$ cat src/rtl/dds_sweep_ctrl.sv
// dds_sweep_ctrl: steps the DDS freq_ctrl word from f_start to f_stop in f_step increments,
// holding each word dwell+1 clocks, as a single up-sweep or a continuous triangle.
module dds_sweep_ctrl #(
    parameter int FW = 8,
    parameter int DW = 16
) (
    input  logic          clk_100kHz,
    input  logic          rst_,
    input  logic          start,
    input  logic          abort,
    input  logic          mode,
    input  logic [FW-1:0] f_start,
    input  logic [FW-1:0] f_stop,
    input  logic [FW-1:0] f_step,
    input  logic [DW-1:0] dwell,
    output logic [FW-1:0] freq_ctrl,
    output logic          busy,
    output logic          sweep_dn,
    output logic          done,
    output logic          cfg_err
);
    typedef enum logic [1:0] {IDLE, RUN_UP, RUN_DN} state_t;
    state_t        state, state_n;
    logic [FW-1:0] freq_n, start_r, stop_r, step_r, up_w, dn_w;
    logic [DW-1:0] cnt, cnt_n, dwell_r;
    logic          mode_r, done_n, cfg_err_n, load;
    logic [FW:0]   up_sum, dn_diff;
    // One bit wider than the word so the step can neither wrap past 2^FW nor below 0
    always_comb begin
        up_sum  = {1'b0, freq_ctrl} + {1'b0, step_r};
        dn_diff = {1'b0, freq_ctrl} - {1'b0, step_r};
        up_w    = (up_sum > {1'b0, stop_r}) ? stop_r : up_sum[FW-1:0];
        dn_w    = (dn_diff[FW] || dn_diff[FW-1:0] < start_r) ? start_r : dn_diff[FW-1:0];
    end
    always_comb begin
        state_n   = state;
        freq_n    = freq_ctrl;
        cnt_n     = cnt;
        done_n    = 1'b0;
        cfg_err_n = 1'b0;
        load      = 1'b0;
        if (abort) begin
            state_n = IDLE;
            freq_n  = '0;
        end else if (state == IDLE) begin
            if (start && (f_step == '0 || f_start > f_stop))
                cfg_err_n = 1'b1;
            else if (start) begin
                load    = 1'b1;
                freq_n  = f_start;
                cnt_n   = dwell;
                state_n = RUN_UP;
            end
        end else if (cnt != '0)
            cnt_n = cnt - 1'b1;
        else begin
            cnt_n = dwell_r;
            // A direction turn applies the opposite leg's rule in the same cycle
            if (state == RUN_UP) begin
                if (freq_ctrl != stop_r)
                    freq_n = up_w;
                else if (!mode_r) begin
                    state_n = IDLE;
                    done_n  = 1'b1;
                end else begin
                    state_n = RUN_DN;
                    freq_n  = dn_w;
                end
            end else if (freq_ctrl != start_r)
                freq_n = dn_w;
            else begin
                state_n = RUN_UP;
                freq_n  = up_w;
            end
        end
    end
    always_ff @(posedge clk_100kHz or negedge rst_) begin
        if (!rst_) begin
            state     <= IDLE;
            freq_ctrl <= '0;
            cnt       <= '0;
            busy      <= 1'b0;
            sweep_dn  <= 1'b0;
            done      <= 1'b0;
            cfg_err   <= 1'b0;
            mode_r    <= 1'b0;
            start_r   <= '0;
            stop_r    <= '0;
            step_r    <= '0;
            dwell_r   <= '0;
        end else begin
            state     <= state_n;
            freq_ctrl <= freq_n;
            cnt       <= cnt_n;
            busy      <= state_n != IDLE;
            sweep_dn  <= state_n == RUN_DN;
            done      <= done_n;
            cfg_err   <= cfg_err_n;
            if (load) begin
                mode_r  <= mode;
                start_r <= f_start;
                stop_r  <= f_stop;
                step_r  <= f_step;
                dwell_r <= dwell;
            end
        end
    end
endmodule
$ cat config.mk
export PLATFORM = sky130hd
export DESIGN_NAME = dds_sweep_ctrl
export DESIGN_NICKNAME = d
export VERILOG_FILES = /design/src/rtl/dds_sweep_ctrl.sv
export SDC_FILE = /design/constraint.sdc
export NUM_CORES = 1
export LEC_CHECK = 0
export CAP_MARGIN = 20
export CORE_ASPECT_RATIO = 2
export CORE_MARGIN = 2
export CORE_UTILIZATION = 40
export DETAILED_ROUTE_END_ITERATION = 10
export GPL_ROUTABILITY_DRIVEN = 0
export PLACE_DENSITY = 0.62
export SETUP_SLACK_MARGIN = 0.05
export SLEW_MARGIN = 20
export SYNTH_ARGS = -nofsm -noshare
export SYNTH_HDL_FRONTEND = slang
export SYNTH_SLANG_ARGS = --single-unit
$ cat constraint.sdc
create_clock -name clk_100kHz -period 4.62 [get_ports clk_100kHz]
set_input_delay 0.693 -clock clk_100kHz [delete_from_list [all_inputs] [get_ports clk_100kHz]]
set_output_delay 0.693 -clock clk_100kHz [all_outputs]
set_load 0.01 [all_outputs]
==> impl_metrics.prom <==
# TYPE chip_impl_metric gauge
chip_impl_info{name="run_status",value="finished, final reports clean"} 1
chip_impl_metric{name="finalSetupViolCount",unit=""} 0
chip_impl_metric{name="detail_route.vias_per_cell",unit=""} 5.73
chip_impl_metric{name="antenna_cells_inserted",unit=""} 0
chip_impl_metric{name="yosys.area_share.xor_xnor",unit="%"} 5.90
chip_impl_metric{name="asyncSetResetFlopFracSynth",unit="%"} 100
chip_impl_metric{name="power_frac_clock",unit="%"} 19.0
chip_impl_metric{name="power.leakage",unit="nW"} 2.56
chip_impl_metric{name="grt_first_pass_wirelength",unit="um"} 23400
chip_impl_metric{name="powerDensity",unit="nW/um2"} 561
chip_impl_info{name="clk_root_buffer_cell",value="clkbuf_16"} 1
chip_impl_metric{name="drt-total-wl",unit="um"} 14800
chip_impl_metric{name="starting_density",unit="%"} 40.5
chip_impl_info{name="hold_path.class",value="reg -> reg"} 1
chip_impl_metric{name="whs_path_depth",unit=""} 1
chip_impl_info{name="synth_top_family_by_area",value="compound AO/OA/AOI/OAI gates"} 1
chip_impl_metric{name="cp_data_arrival_time",unit="ps"} 4430
chip_impl_metric{name="post-route-period-util",unit="%"} 91.2
chip_impl_metric{name="r2r.worst_path.cells",unit=""} 13
chip_impl_info{name="worst_hold_startpoint",value="dwell_r[6]"} 1
chip_impl_metric{name="cts_made_buffers",unit=""} 9
chip_impl_info{name="min_delay_worst_endpoint",value="dwell_r[6]"} 1
chip_impl_metric{name="cts_htree_levels",unit=""} 3
chip_impl_metric{name="synth_edf_count",unit=""} 0
chip_impl_metric{name="report.final.slew_viol_count",unit=""} 0
chip_impl_metric{name="ys.warnings.count",unit=""} 0
chip_impl_metric{name="regToRegSetupSlack",unit="ps"} 410
chip_impl_metric{name="grt_antenna_before_repair",unit=""} 0
chip_impl_metric{name="detailroute.via_count",unit=""} 4360
chip_impl_metric{name="multi_input_area",unit="um2"} 2990
chip_impl_metric{name="antenna_violating_nets_post_route",unit=""} 0
chip_impl_metric{name="grtUsageTotal",unit="%"} 22.2
chip_impl_metric{name="drt_drc_violations_left",unit=""} 0
chip_impl_metric{name="dieWidth",unit="um"} 83.5
chip_impl_metric{name="syn-num-nets",unit=""} 641
chip_impl_metric{name="design.portCount",unit=""} 57
chip_impl_metric{name="cap_viol_max_count",unit=""} 0
chip_impl_metric{name="detail_route.wl_per_cell",unit="um"} 19.5
chip_impl_metric{name="post_placement_cell_count",unit=""} 746
chip_impl_metric{name="placeableCoreArea",unit="um2"} 12500
chip_impl_metric{name="synth_top_area_share",unit="%"} 35.2
chip_impl_metric{name="synth-compound-area-share",unit="%"} 19.5
chip_impl_metric{name="placement.cell_area",unit="um2"} 5730
chip_impl_metric{name="timing.max_slew.rel_slack",unit="%"} 33.7
chip_impl_info{name="post_synth_top_flop",value="dfrtp_1"} 1
chip_impl_metric{name="hold_violations",unit=""} 0
chip_impl_metric{name="synth_adder_area_share",unit="%"} 10.7
chip_impl_metric{name="final-instance-count-excl-fill",unit=""} 761
chip_impl_metric{name="port-buffer-count",unit=""} 56
chip_impl_metric{name="cp_max_fo",unit=""} 10
chip_impl_info{name="worst-setup-path-type",value="reg -> reg"} 1
chip_impl_metric{name="p_int",unit="mW"} 1.93
chip_impl_metric{name="numClockSinks",unit=""} 71
chip_impl_metric{name="worst_clock_skew",unit="ps"} 5.39
chip_impl_metric{name="comb_power_share",unit="%"} 51.5
chip_impl_metric{name="synth_seq_cells",unit=""} 71
chip_impl_metric{name="cts.repair_timing.setup_buffer_count",unit=""} 0
chip_impl_metric{name="finish.instance_area",unit="um2"} 6000
chip_impl_info{name="grt_setup_unrepaired",value="no"} 1
chip_impl_metric{name="syn_to_final_growth",unit="%"} 18.8
chip_impl_metric{name="worst_hold_slack",unit="ps"} 507
chip_impl_metric{name="fmax",unit="MHz"} 237
chip_impl_metric{name="fin_crit",unit="ps"} 4210
chip_impl_info{name="synth.largest_area_cell",value="dfrtp_1"} 1
chip_impl_metric{name="place.detailed.hpwl",unit="um"} 11400
chip_impl_metric{name="row_count",unit=""} 58
chip_impl_metric{name="first_global_vias",unit=""} 4577
chip_impl_info{name="critical_path.startpoint_type",value="flop"} 1
chip_impl_metric{name="die_h",unit="um"} 163
chip_impl_metric{name="timing_worst_slew_pin_value",unit="ps"} 994
chip_impl_metric{name="synth_simple_gate_area_share",unit="%"} 16.7
chip_impl_metric{name="clkTransAtPathRegs",unit="ps"} 60
chip_impl_metric{name="switch_share",unit="%"} 42.7
chip_impl_metric{name="synth.lib_cells_used.distinct",unit=""} 65
chip_impl_metric{name="fill_cells",unit=""} 1195
chip_impl_metric{name="synthesis.instances",unit=""} 554
chip_impl_metric{name="tritonroute_pass_1_iters",unit=""} 4
chip_impl_metric{name="p_sw",unit="mW"} 1.44
chip_impl_metric{name="power_frac_seq",unit="%"} 29.4
chip_impl_metric{name="clock_tree.buffer_depth",unit=""} 2
chip_impl_metric{name="post_syn_area",unit="um2"} 5050
chip_impl_metric{name="muxShareOfSynthArea",unit="%"} 6.09
chip_impl_metric{name="critical_path_required_time",unit="ps"} 4830
chip_impl_metric{name="syn-mean-instance-area",unit="um2"} 9.12
chip_impl_info{name="worst_r2r_startpoint",value="freq_ctrl[1]"} 1
chip_impl_metric{name="layout.area.seq",unit="um2"} 1780
chip_impl_metric{name="clk-insertion-delay-late",unit="ps"} 340
chip_impl_info{name="cp-end-kind",value="flop"} 1
chip_impl_metric{name="grt.overflow.total",unit=""} 0
chip_impl_metric{name="drive_above_1_share",unit="%"} 9.66
chip_impl_metric{name="vdd_ir_drop_max",unit="mV"} 0.332
chip_impl_metric{name="finalSetupTns",unit="ps"} 0
chip_impl_metric{name="grt_max_degree",unit=""} 72
chip_impl_info{name="synth.top_cells.by_area",value="dfrtp_1 (35%), ha_1 (9.9%), mux2_2 (4.9%)"} 1
chip_impl_info{name="worstReg2RegEnd",value="freq_ctrl[4]"} 1
chip_impl_metric{name="floorplan.die_area",unit="um2"} 13600
chip_impl_metric{name="holdBufCountCts",unit=""} 0
chip_impl_metric{name="post_cts_resize_count",unit=""} 0
chip_impl_metric{name="dr.first_iter.drc_count",unit=""} 260
chip_impl_metric{name="nets",unit=""} 694
chip_impl_metric{name="yosysSeqAreaShare",unit="%"} 35.2
chip_impl_metric{name="power.total",unit="mW"} 3.37
chip_impl_info{name="cts_tree",value="yes"} 1
through the flow:
| stage | worst slack [ps] | util (%) |
|---|---|---|
| 6_report | 408 | 48.1 |
| 5_1_grt | 200 | 48.1 |
| 4_1_cts | 420 | 48.1 |
| 3_5_place_dp | 425 | 45.9 |
| 3_3_place_gp | 572 | 45.9 |
| 2_1_floorplan | 800 | - |
cell type report:
| type | count | share of cell area [%] |
|---|---|---|
| Multi-Input combinational cell | 416 | 49.7 |
| Tap cell | 150 | 3.13 |
| Clock buffer | 12 | 4.11 |
| Clock inverter | 3 | 0.334 |
| Timing Repair Buffer | 64 | 10.3 |
| Sequential cell | 71 | 29.6 |
| Inverter | 45 | 2.81 |
critical path, stage by stage (launching register included):
cell and delay (ps):
dfrtp_1 490, ha_1 360, inv_1 40, a21oi_1 310
o21ai_0 210, o41ai_1 330, xor2_1 160, ha_1 220
or4_4 540, a2111oi_4 390, o32ai_4 250, mux2_2 330
a222oi_1 340, o31ai_1 100
per-layer routing:
metal / vias to the layer above / GRT usage (%) / wire, um
met5: - / 0 / 0
met4: 0 / 14.3 / 900
met3: 45 / 2.79 / 401
met2: 108 / 43.2 / 8340
met1: 2129 / 21.5 / 5190
li1: 2078 / - / -
registers in the layout, indices dropped and copies added (netlist names), 2 cells and up:
| register | flops |
|---|---|
| dwell_r | 16 |
| start_r | 8 |
| cnt | 16 |
| state | 2 |
| stop_r | 8 |
| freq_ctrl | 8 |
| step_r | 8 |
cell families after synthesis:
family,after synthesis
and+or+nand+nor,164
AOI/OAI and AO/OA,148
DFF,71
buffers and inverters,67
adders and majority gates,42
xor gates and xnor gates,34
muxes,28
layout by cell type (no fill, tap or decap), types with 22 or more instances in the layout:
cell type and n:
ha_1 40, dfrtp_1 71, o21ai_0 45, nand2_1 52
nor2_1 39, clkdlybuf4s50_1 55, mux2_2 22, inv_1 45
a21oi_1 34
synthesized netlist by cell type, drive strengths merged, types with 4 or more instances:
library cell and instances:
a211oi 13, a21oi 34, a22o 5, a311oi 4, a31oi 5, buf 11, clkbuf 10, dfrtp 71
ha 40, inv 45, mux2 22, mux2i 6, nand2 52, nand2b 6, nand3 6, nand4 7
nor2 41, nor3 16, nor3b 6, nor4 7, o211ai 6, o21ai 53, o21bai 4, o31ai 4
or2 5, or4 5, xnor2 17, xor2 17
power groups by stage:
| stage | clock [mW] | sequential, mW | combinational [mW] |
|---|---|---|---|
| finish | 0.642 | 0.992 | 1.74 |
| global route | 0.679 | 1.02 | 1.90 |
| CTS | 0.650 | 0.990 | 1.73 |
| detailed placement | 0 | 1.00 | 1.72 |
| global placement | 0 | 0.992 | 1.67 |
| floorplan | 0 | 0.948 | 1.24 |
worst max path at each step:
stage,startpoint,to,slack (ps),depth (start not counted)
after floorplan,freq_ctrl[2],freq_ctrl[0],800,13
after global placement,freq_ctrl[1],freq_ctrl[0],570,13
after detailed placement,freq_ctrl[1],freq_ctrl[4],420,13
after CTS,freq_ctrl[1],freq_ctrl[4],420,13
after global routing,freq_ctrl[1],freq_ctrl[0],200,13
final,freq_ctrl[1],freq_ctrl[4],410,13
Note: power is estimated with default switching activity, not from simulation.
